### src/rtl/riscv_soc_pkg.sv
// Shared types for the riscv kernel controller:
// FSM state encoding and the ap_ctrl status bit layout.
package riscv_soc_pkg;

   typedef enum logic [2:0] {
      S_IDLE        = 3'd0,
      S_RESET_CORES = 3'd1,
      S_RUN         = 3'd2,
      S_DRAIN       = 3'd3,
      S_DONE        = 3'd4
   } kctrl_state_e;

   localparam int AP_DONE_BIT  = 0;
   localparam int AP_IDLE_BIT  = 1;
   localparam int AP_READY_BIT = 2;
   localparam int AP_STAT_W    = 3;

   localparam int WAIT_W = 16;

   function automatic logic [AP_STAT_W-1:0] ap_stat(
      input logic idle,
      input logic done
   );
      logic [AP_STAT_W-1:0] s;
      s               = '0;
      s[AP_IDLE_BIT]  = idle;
      s[AP_DONE_BIT]  = done;
      s[AP_READY_BIT] = done;
      return s;
   endfunction

endpackage

### src/rtl/kernel_halt_detect.sv
// Per-core END_PC compare with a sticky halted flag,
// cleared only when a new run is accepted.
module kernel_halt_detect #(
   parameter int             PCW    = 32,
   parameter logic [PCW-1:0] END_PC = 'h0000_00A0
) (
   input  logic           clk_i,
   input  logic           rst_ni,
   input  logic           clr_i,
   input  logic           en_i,
   input  logic [PCW-1:0] pc_i,
   output logic           halted_d_o,
   output logic           halted_q_o
);

   logic halted_q;

   assign halted_d_o = halted_q | (en_i & (pc_i == END_PC));
   assign halted_q_o = halted_q;

   always_ff @(posedge clk_i or negedge rst_ni) begin
      if (!rst_ni) begin
         halted_q <= 1'b0;
      end else if (clr_i) begin
         halted_q <= 1'b0;
      end else begin
         halted_q <= halted_d_o;
      end
   end

endmodule

### src/rtl/riscv_kernel_ctrl.sv
// ap_ctrl_hs run controller for a set of riscv_kernel cores:
// reset pulse, run until all halt or timeout, drain, done.
module riscv_kernel_ctrl
   import riscv_soc_pkg::*;
#(
   parameter int             NUM_CORES    = 4,
   parameter int             PCW          = 32,
   parameter logic [PCW-1:0] END_PC       = 'h0000_00A0,
   parameter int             DRAIN_CYCLES = 4,
   parameter int             RST_CYCLES   = 2
) (
   input  logic                     ap_clk,
   input  logic                     ap_rst_n,
   input  logic                     ap_start,
   input  logic [NUM_CORES-1:0]     core_mask,
   input  logic [31:0]              timeout_limit,
   input  logic [NUM_CORES*PCW-1:0] core_pc,
   output logic [NUM_CORES-1:0]     core_rst,
   output logic                     ap_idle,
   output logic                     ap_done,
   output logic                     ap_ready,
   output logic [NUM_CORES-1:0]     halted,
   output logic [31:0]              cycle_count,
   output logic                     timeout
);

   kctrl_state_e          state_q;
   logic [1:0]            rst_sync_q;
   logic                  rst_s_n;
   logic [AP_STAT_W-1:0]  stat_q;
   logic [NUM_CORES-1:0]  core_rst_q;
   logic [NUM_CORES-1:0]  mask_q;
   logic [NUM_CORES-1:0]  halted_d;
   logic [NUM_CORES-1:0]  halted_q;
   logic [31:0]           limit_q;
   logic [31:0]           cnt_q;
   logic [31:0]           cnt_inc;
   logic                  timeout_q;
   logic [WAIT_W-1:0]     wait_q;
   logic                  start_acc;
   logic                  in_run;
   logic                  all_halt;
   logic                  limit_hit;

   // Assert asynchronously, release two edges later.
   always_ff @(posedge ap_clk or negedge ap_rst_n) begin
      if (!ap_rst_n) begin
         rst_sync_q <= '0;
      end else begin
         rst_sync_q <= {rst_sync_q[0], 1'b1};
      end
   end

   assign rst_s_n   = rst_sync_q[1];
   assign start_acc = (state_q == S_IDLE) & ap_start;
   assign in_run    = (state_q == S_RUN);
   assign all_halt  = &(halted_d | ~mask_q);
   assign cnt_inc   = (&cnt_q) ? cnt_q : cnt_q + 32'd1;
   assign limit_hit = (limit_q != '0) && (cnt_q + 32'd1 == limit_q);

   for (genvar i = 0; i < NUM_CORES; i++) begin : g_core
      kernel_halt_detect #(
         .PCW    (PCW),
         .END_PC (END_PC)
      ) u_det (
         .clk_i      (ap_clk),
         .rst_ni     (rst_s_n),
         .clr_i      (start_acc),
         .en_i       (in_run & mask_q[i]),
         .pc_i       (core_pc[i*PCW +: PCW]),
         .halted_d_o (halted_d[i]),
         .halted_q_o (halted_q[i])
      );
   end

   always_ff @(posedge ap_clk or negedge rst_s_n) begin
      if (!rst_s_n) begin
         state_q    <= S_IDLE;
         stat_q     <= ap_stat(1'b1, 1'b0);
         core_rst_q <= '1;
         mask_q     <= '0;
         limit_q    <= '0;
         cnt_q      <= '0;
         timeout_q  <= 1'b0;
         wait_q     <= '0;
      end else begin
         unique case (state_q)
            S_IDLE: begin
               if (ap_start) begin
                  state_q   <= S_RESET_CORES;
                  stat_q    <= ap_stat(1'b0, 1'b0);
                  mask_q    <= core_mask;
                  limit_q   <= timeout_limit;
                  cnt_q     <= '0;
                  timeout_q <= 1'b0;
                  wait_q    <= WAIT_W'(RST_CYCLES);
               end
            end
            S_RESET_CORES: begin
               if (wait_q == '0) begin
                  state_q    <= S_RUN;
                  core_rst_q <= ~mask_q;
               end else begin
                  wait_q <= wait_q - WAIT_W'(1);
               end
            end
            S_RUN: begin
               cnt_q <= cnt_inc;
               // A halt completing on the limit cycle is not a timeout.
               if (all_halt || limit_hit) begin
                  state_q   <= S_DRAIN;
                  timeout_q <= ~all_halt;
                  wait_q    <= WAIT_W'(DRAIN_CYCLES);
               end
            end
            S_DRAIN: begin
               if (wait_q <= WAIT_W'(1)) begin
                  state_q    <= S_DONE;
                  stat_q     <= ap_stat(1'b0, 1'b1);
                  core_rst_q <= '1;
               end else begin
                  wait_q <= wait_q - WAIT_W'(1);
               end
            end
            S_DONE: begin
               state_q <= S_IDLE;
               stat_q  <= ap_stat(1'b1, 1'b0);
            end
            default: begin
               state_q <= S_IDLE;
            end
         endcase
      end
   end

   assign core_rst    = core_rst_q;
   assign ap_idle     = stat_q[AP_IDLE_BIT];
   assign ap_done     = stat_q[AP_DONE_BIT];
   assign ap_ready    = stat_q[AP_READY_BIT];
   assign halted      = halted_q;
   assign cycle_count = cnt_q;
   assign timeout     = timeout_q;

endmodule

### config.mk
export PLATFORM = sky130hd
export DESIGN_NAME = riscv_kernel_ctrl
export DESIGN_NICKNAME = d
export VERILOG_FILES = /design/src/rtl/riscv_soc_pkg.sv /design/src/rtl/kernel_halt_detect.sv /design/src/rtl/riscv_kernel_ctrl.sv
export SDC_FILE = /design/constraint.sdc
export NUM_CORES = 1
export LEC_CHECK = 0
export CORE_MARGIN = 10
export CORE_UTILIZATION = 45
export DETAILED_ROUTE_END_ITERATION = 8
export HOLD_SLACK_MARGIN = 0.03
export PLACE_DENSITY = 0.88
export SKIP_CTS_REPAIR_TIMING = 1
export SLEW_MARGIN = 20
export SYNTH_ARGS = -nofsm -noshare
export SYNTH_HDL_FRONTEND = slang
export SYNTH_SLANG_ARGS = --single-unit
### constraint.sdc
create_clock -name ap_clk -period 3.4 [get_ports ap_clk]
set_input_delay 0.51 -clock ap_clk [delete_from_list [all_inputs] [get_ports ap_clk]]
set_output_delay 0.51 -clock ap_clk [all_outputs]
set_load 0.01 [all_outputs]
==> flow_summary.json, run 1 <==
{
  "status": "finished, final reports clean",
  "worst_slew_pin_slew_ps": 556,
  "layout.cells.non_filler": 1083,
  "hpwl_mm": 16.9,
  "area_growth_pct": 45.5,
  "layout_common_cells": "clkdlybuf4s50_1, dfrtp_1, nand2_1",
  "dr.pass1.iters": 5,
  "cp.required_ps": 3630,
  "arrival_ps": 3450,
  "setup_slack_ps": 177,
  "post_drt_via_cell_ratio": 5.87,
  "whs_ps": 237,
  "critPathSlowestCell": "or4_4",
  "yosysSeqAreaShare": 0.405,
  "place_area_mm2": 0.00869,
  "cts_buffer_depth": 2,
  "synth_top_family_by_area": "simple AND/OR/NAND/NOR gates",
  "drt_iter0_drc": 827,
  "min_path_type": "reg2async",
  "synth_top_area_frac": 0.384,
  "yosys.area.top_type": "dfrtp_1",
  "first_global_vias": 6436,
  "drv_slew": 0,
  "grt_pass1_wl_mm": 34.1,
  "grt_overflow": 0,
  "yosysWarnings": 0,
  "pin_count": 211,
  "ys.flop_type": "dfrtp_1",
  "final_common_cell": "clkdlybuf4s50_1",
  "numCtsBuffers": 9,
  "drc_errors": 0,
  "start_kind": "register",
  "stdcell_area_mm2": 0.00901,
  "netlist_instances": 677,
  "crit_type": "reg2reg",
  "clock_sinks": 100,
  "synth_seq_cells": 100,
  "initial_utilization": 0.464,
  "insertion_delay_ps": 350,
  "power_density_mw_per_mm2": 530,
  "rsz0062_at_grt": "no",
  "seq_area_mm2": 0.00251,
  "cts_tree": "built",
  "ys_types": 56,
  "die_area_mm2": 0.0189,
  "dp_slack_ps": -11.0,
  "syn-num-nets": 847,
  "routed_wl_mm": 21.5,
  "final_nets": 1074,
  "std_cell_rows": 42,
  "final_antenna_net_count": 0,
  "place_inst": 1068,
  "core-area_mm2": 0.0133,
  "finalCritPeriodShare": 0.948,
  "hold_viol": 0,
  "die_y_um": 137,
  "cp_cell_sequence": "ha_1 > nand2_1 > or4_4 > xnor2_1 > nand3_1 > or4_1 > nor4_2 > buf_4 > a41oi_2 > nand2b_4 > a211o_1",
  "vdd_drop_max_v": 0.000274,
  "avgSynthCellArea_um2": 9.15,
  "critPathMaxStageDelay_ps": 480,
  "relSlewSlack": 0.625,
  "synthXorXnorAreaFrac": 0.0679,
  "cts_root_buf": "clkbuf_16",
  "synth_edf_count": 0,
  "synth_simple_gate_area_frac": 0.258,
  "drive_above_1_share": 0.136,
  "multi_input_area_mm2": 0.00344,
  "wl_per_cell_um": 19.9,
  "gp_congestion": 0.960,
  "fillerInstances": 1025,
  "synth_mux_area_frac": 0.0719,
  "antenna_found_initial": 0,
  "timing.max_cap.violations": 0,
  "fin_worst_skew_ps": 8.21,
  "synth_area_mm2": 0.00619,
  "grt_max_degree": 82,
  "htree_levels": 3,
  "p_leak_nw": 3.70,
  "clkTransAtPathRegs_ps": 60,
  "synthArstFlopShare": 1.00,
  "period_minus_slack_ps": 3220,
  "crit_fanout": 10,
  "cp-end-kind": "register",
  "finalSetupViolations": 0,
  "synth_area_leaders": "dfrtp_1, mux2_2, xnor2_1",
  "port_buffers": 210,
  "synth_compound_area_frac": 0.148,
  "antenna_cells": 0,
  "via_count": 6362,
  "max_freq_mhz": 310,
  "grt_usage": 0.227,
  "synth_fa_ha_area_frac": 0.00606,
  "dieWidth_um": 137
}
==> cell usage after synthesis, types with 7 or more instances <==
| master | count |
|---|---|
| nand2_1 | 56 |
| xnor2_1 | 33 |
| mux2_2 | 36 |
| dfrtp_1 | 95 |
| o31ai_1 | 25 |
| and3_1 | 8 |
| inv_1 | 14 |
| o21ai_0 | 51 |
| nand4_1 | 29 |
| clkbuf_1 | 29 |
| a21o_1 | 18 |
| nor4_1 | 38 |
| or3_1 | 15 |
| nor2_1 | 45 |
| nand3_1 | 23 |
| nor4b_1 | 8 |
| xor2_1 | 15 |
| a21oi_1 | 18 |
| nand3b_1 | 7 |
| nor3_1 | 16 |
==> flip-flops by register name, summed over array words and instances (netlist names) <==
signal	cells
cycle_count	32
limit_q	32
wait_q	16
core_rst	4
g_core.u_det.halted_q_o	4
mask_q	4
state_q	3
rst_sync_q	2
stat_q	2
timeout	1
==> where the power goes <==
part	switching, W	leakage [nW]	internal, W	total (W)
Combinational	0.000850	2.26	0.00101	0.00186
Clock	0.000433	0.134	0.000549	0.000982
Sequential	0.000398	1.30	0.00154	0.00193
Total	0.00168	3.70	0.00310	0.00478
==> worst max-delay path: cells and delay by family, from the launching register on <==
family / cells / cell delay (ps)
buffers and inverters: 1 / 160
AOI/OAI and AO/OA: 2 / 450
DFF: 1 / 420
adders and majority gates: 1 / 220
and+or+nand+nor: 6 / 1680
xor gates and xnor gates: 1 / 180
==> metal layers <==
metal	wire length (um)	track usage
met1	8270	0.274
met2	10800	0.382
met3	1810	0.0626
met4	588	0.0761
met5	0	0
==> cells by family (layout without fill, tap and decap cells) <==
kind of cell               after synthesis  in the layout
DFF                                    100            100
xor gates and xnor gates                48             48
buffers and inverters                   58            288
adders and majority gates                3              3
AOI/OAI and AO/OA                      142            142
and+or+nand+nor                        285            285
muxes                                   40             40
other                                    1              1
==> per-stage QoR <==
step,utilization,total power [W],setup TNS (ps)
floorplan,-,0.00303,0
detailed placement,0.651,0.00378,-11.0
global placement,0.651,0.00371,0
finish,0.675,0.00478,0
CTS,0.672,0.00478,0
global route,0.675,0.00506,0
==> worst paths after layout <==
check | from | to | slack (ps) | depth (start not counted)
worst max-delay path | cycle_count[1] | wait_q[13] | 180 | 11
worst min-delay path | rst_sync_q[1] | limit_q[1] | 240 | 0
worst max register to register | cycle_count[1] | wait_q[13] | 180 | 11
worst min register to register | rst_sync_q[1] | limit_q[1] | 240 | 0
max in group asynchronous | rst_sync_q[1] | cycle_count[9] | 2260 | 2
min in group ap_clk | rst_sync_q[0] | rst_sync_q[1] | 350 | 0
==> final cells by class <==
class	instances	area share
clock inverter	1	0.000833
timing repair buffer	259	0.278
sequential	100	0.279
tap	176	0.0244
multi-input combinational	519	0.382
inverter	15	0.00625
clock buffer	13	0.0300
Note: power is estimated with default switching activity, not from simulation.
==> run 2: changes to the inputs <==
PLACE_DENSITY = default   (was 0.88)
PLACE_DENSITY_LB_ADDON = 0.08   (was default)
TNS_END_PERCENT = 5   (was default)
==> flow_summary.json, run 2 (synthesis gave the netlist of run 1 again) <==
{
  "rr_endpoint": "wait_q[13]",
  "clock_sinks": 100,
  "seq_area_mm2": 0.00251,
  "antenna_found_initial": 1,
  "cts_buffer_depth": 2,
  "period_minus_slack_ps": 3250,
  "cp-endpoint": "wait_q[13]",
  "timing.max_cap.violations": 0,
  "r2r_start": "cycle_count[3]",
  "pin_count": 211,
  "cts_root_buf": "clkbuf_16",
  "max_freq_mhz": 308,
  "cp_cell_sequence": "nand4_4 > or4_4 > xnor2_1 > nand3_1 > or4_1 > nor4_2 > buf_4 > a41oi_2 > nand2b_4 > a211o_1",
  "final_antenna_net_count": 0,
  "cp.depth": 10,
  "wl_per_cell_um": 21.0,
  "vdd_drop_max_v": 0.000332,
  "cp-startpoint": "cycle_count[3]",
  "finalSetupTns_ps": 0,
  "core-area_mm2": 0.0133,
  "critPathBufInv": 1,
  "routed_wl_mm": 23.0,
  "arrival_ps": 3490,
  "cp.required_ps": 3640,
  "r2r_cells": 10,
  "first_global_vias": 6571,
  "dr.pass1.iters": 6,
  "htree_levels": 3,
  "gp_congestion": 0.948,
  "worst_slew_pin_slew_ps": 769,
  "drive_above_1_share": 0.143,
  "rsz0062_at_grt": "no",
  "area_growth_pct": 46.7,
  "critPathSlowestCell": "or4_4",
  "grt_usage": 0.242,
  "dieWidth_um": 137,
  "grt_max_degree": 60,
  "std_cell_rows": 42,
  "status": "finished, final reports clean",
  "drt_iter0_drc": 704,
  "drv_slew": 0,
  "post_drt_via_cell_ratio": 5.84,
  "port_buffers": 210,
  "critPathMaxStageDelay_ps": 570,
  "hpwl_mm": 18.5,
  "insertion_delay_ps": 360,
  "initial_utilization": 0.464,
  "fillerInstances": 1080,
  "multi_input_area_mm2": 0.00343,
  "finalSetupViolations": 0,
  "path_delay_family": "simple AND/OR/NAND/NOR gates",
  "finalCritPeriodShare": 0.955,
  "numCtsBuffers": 9,
  "grt_pass1_wl_mm": 35.6,
  "final_nets": 1082,
  "via_count": 6391,
  "cp-end-kind": "register",
  "power_density_mw_per_mm2": 541,
  "die_area_mm2": 0.0189,
  "relSlewSlack": 0.487,
  "dp_slack_ps": -5.42,
  "fin_worst_skew_ps": 10.0,
  "crit_type": "reg2reg",
  "cts_tree": "built",
  "die_y_um": 137,
  "crit_fanout": 9,
  "hold_viol": 0,
  "layout_common_cells": "clkdlybuf4s50_1, dfrtp_1, nand2_1",
  "final_common_cell": "clkdlybuf4s50_1",
  "p_leak_nw": 3.75,
  "grt_overflow": 0,
  "r2r_slack_ps": 150,
  "start_kind": "register",
  "min_path_type": "in2async",
  "drc_errors": 0,
  "setup_slack_ps": 154,
  "clkTransAtPathRegs_ps": 70
}
-- run 2: stage by stage --
| stage | total power (W) | utilization | cells | cell area [um^2] | hold WS (ps) |
|---|---|---|---|---|---|
| 2_1_floorplan | 0.00303 | - | 677 | 6200 | 214 |
| 3_3_place_gp | 0.00375 | 0.656 | 1075 | 8760 | 338 |
| 3_5_place_dp | 0.00382 | 0.656 | 1075 | 8760 | 340 |
| 4_1_cts | 0.00491 | 0.679 | 1091 | 9070 | 301 |
| 5_1_grt | 0.00522 | 0.681 | 1094 | 9080 | 297 |
| 6_report | 0.00492 | 0.681 | 1095 | 9090 | 309 |
-- run 2: where the power goes --
part | switching, W | total, W | leakage [nW] | internal, W
Sequential | 0.000416 | 0.00195 | 1.30 | 0.00153
Combinational | 0.000867 | 0.00189 | 2.30 | 0.00102
Clock | 0.000496 | 0.00108 | 0.148 | 0.000583
-- run 2: worst reg2reg max path, cell delays in order, from the launching register on --
cell	delay, ps
dfrtp_1	490
nand4_4	180
or4_4	570
xnor2_1	210
nand3_1	100
or4_1	420
nor4_2	350
buf_4	170
a41oi_2	120
nand2b_4	210
a211o_1	320
-- run 2: worst min-delay path by stage --
stage | depth (start not counted) | slack, ps | end
after floorplan | 0 | 210 | rst_sync_q[0]
after detailed placement | 0 | 340 | rst_sync_q[1]
after global placement | 0 | 340 | rst_sync_q[1]
after CTS | 1 | 300 | rst_sync_q[1]
final | 1 | 310 | rst_sync_q[1]
after global routing | 1 | 300 | rst_sync_q[1]
-- run 2: area by class of cell --
class | instances | share of cell area
tap | 176 | 0.0242
sequential | 100 | 0.276
inverter | 15 | 0.00620
clock inverter | 7 | 0.00922
timing repair buffer | 267 | 0.281
clock buffer | 9 | 0.0248
multi-input combinational | 519 | 0.377
antenna | 2 | 0.000551
-- run 2: layer usage --
metal | GRT usage | vias up | wire [um]
li1 | - | 2993 | -
met3 | 0.0703 | 35 | 1770
met1 | 0.279 | 3087 | 8960
met4 | 0.0861 | 0 | 486
met2 | 0.417 | 276 | 11800
met5 | 0 | - | 0
==> run 3: changes to the inputs <==
CORE_UTILIZATION = 46   (was 45)
==> flow_summary.json, run 3 (synthesis gave the netlist of run 1 again) <==
{
  "status": "finished, final reports clean",
  "cp.required_ps": 3630,
  "power_w": 0.00479,
  "crit_fanout": 8,
  "gp_congestion": 0.953,
  "dr.pass1.iters": 5,
  "crit_type": "reg2reg",
  "initial_utilization": 0.470,
  "finalSetupViolations": 0,
  "area_growth_pct": 45.1,
  "path_delay_family": "simple AND/OR/NAND/NOR gates",
  "pin_count": 211,
  "first_global_vias": 6678,
  "drv_slew": 0,
  "critPathSlowestCell": "or4_4",
  "std_cell_rows": 42,
  "final_antenna_net_count": 0,
  "via_count": 6409,
  "insertion_delay_ps": 350,
  "drt_iter0_drc": 540,
  "port_buffers": 210,
  "clock_sinks": 100,
  "final_nets": 1075,
  "cp-end-kind": "register",
  "rsz0062_at_grt": "no",
  "grt_overflow": 0,
  "routed_wl_mm": 22.8,
  "layout_common_cells": "clkdlybuf4s50_1, dfrtp_1, nand2_1",
  "dieWidth_um": 136,
  "htree_levels": 3,
  "start_kind": "register",
  "core-area_mm2": 0.0132,
  "r2r_slack_ps": 180,
  "hpwl_mm": 18.5,
  "drc_errors": 0,
  "critPathBufInv": 1,
  "arrival_ps": 3450,
  "fin_util": 0.681,
  "fillerInstances": 1070,
  "final_common_cell": "clkdlybuf4s50_1",
  "hold_viol": 0,
  "path_common_cell": "a211o_1",
  "cts_tree": "built",
  "p_leak_nw": 3.69,
  "grt_max_degree": 50,
  "fin_worst_skew_ps": 10.1,
  "relSlewSlack": 0.545,
  "grt_pass1_wl_mm": 36.1,
  "timing.max_cap.violations": 0,
  "wl_per_cell_um": 21.0,
  "vdd_drop_max_v": 0.000243,
  "post_drt_via_cell_ratio": 5.90,
  "numCtsBuffers": 9,
  "cp_cell_sequence": "nand4_1 > buf_4 > or4_4 > nor4_2 > xnor2_1 > a211o_1 > nor3_2 > a41oi_2 > nand2b_4 > a211o_1",
  "grt_usage": 0.245,
  "antenna_found_initial": 1,
  "min_path_type": "in2async",
  "cts_root_buf": "clkbuf_16",
  "die_area_mm2": 0.0185,
  "worst_slew_pin_slew_ps": 683,
  "power_density_mw_per_mm2": 534,
  "drive_above_1_share": 0.133,
  "critPathMaxStageDelay_ps": 500,
  "finalCritPeriodShare": 0.948,
  "max_freq_mhz": 310,
  "cts_buffer_depth": 2,
  "period_minus_slack_ps": 3220,
  "die_y_um": 136,
  "clkTransAtPathRegs_ps": 70
}
[run 3: changes by cell type in the layout (fill, tap and decap cells not counted)]
cell / delta
buf_4: -6
clkbuf_1: +3
clkinv_4: -2
buf_12: -1
bufinv_16: -1
clkbuf_8: +1
clkinvlp_4: +1
diode_2: -1
inv_6: -1
inv_8: -1
o311ai_0: -1
o311ai_1: +1
[run 3: path summary, 6_finish.rpt]
kind	endpoint	depth (start not counted)	start
max	wait_q[13]	10	cycle_count[8]
min	rst_sync_q[1]	1	ap_rst_n
max reg2reg	wait_q[13]	10	cycle_count[8]
min reg2reg	rst_sync_q[1]	0	rst_sync_q[0]
max in group asynchronous	wait_q[4]	1	rst_sync_q[1]
min in group ap_clk	rst_sync_q[1]	0	rst_sync_q[0]
[run 3: layer usage]
metal / track usage / share of wire
met1: 0.276 / 0.38
met2: 0.440 / 0.52
met3: 0.0565 / 0.068
met4: 0.0964 / 0.029
met5: 0 / 0
[run 3: area by class of cell]
type	count	area [um^2]	area share
timing repair buffer	260	2490	0.277
antenna	1	2.50	0.000279
tap	176	220	0.0245
clock buffer	13	250	0.0279
sequential	100	2510	0.280
inverter	15	56.3	0.00627
clock inverter	3	23.8	0.00265
multi-input combinational	519	3430	0.382
[run 3: worst reg2reg max path: cells and delay by family (launching register included)]
family / cells / cell delay [ps]
AND/OR/NAND/NOR: 5 / 1600
XOR/XNOR: 1 / 150
flip-flops: 1 / 370
buffers and inverters: 1 / 250
AO/OA/AOI/OAI: 3 / 740
[run 3: stage by stage]
step	area [um^2]	hold WS, ps	worst slack [ps]	TNS, ps	instances
global route	8980	308	32.6	0	1087
global placement	8710	341	-52.7	-154	1070
detailed placement	8710	342	-29.2	-43.1	1070
finish	8980	314	178	0	1087
CTS	8980	309	186	0	1086
floorplan	6200	214	90.6	0	677
[run 3: report_power, final]
group | switching, W | internal [W]
Sequential | 0.000409 | 0.00154
Clock | 0.000452 | 0.000519
Combinational | 0.000868 | 0.00101
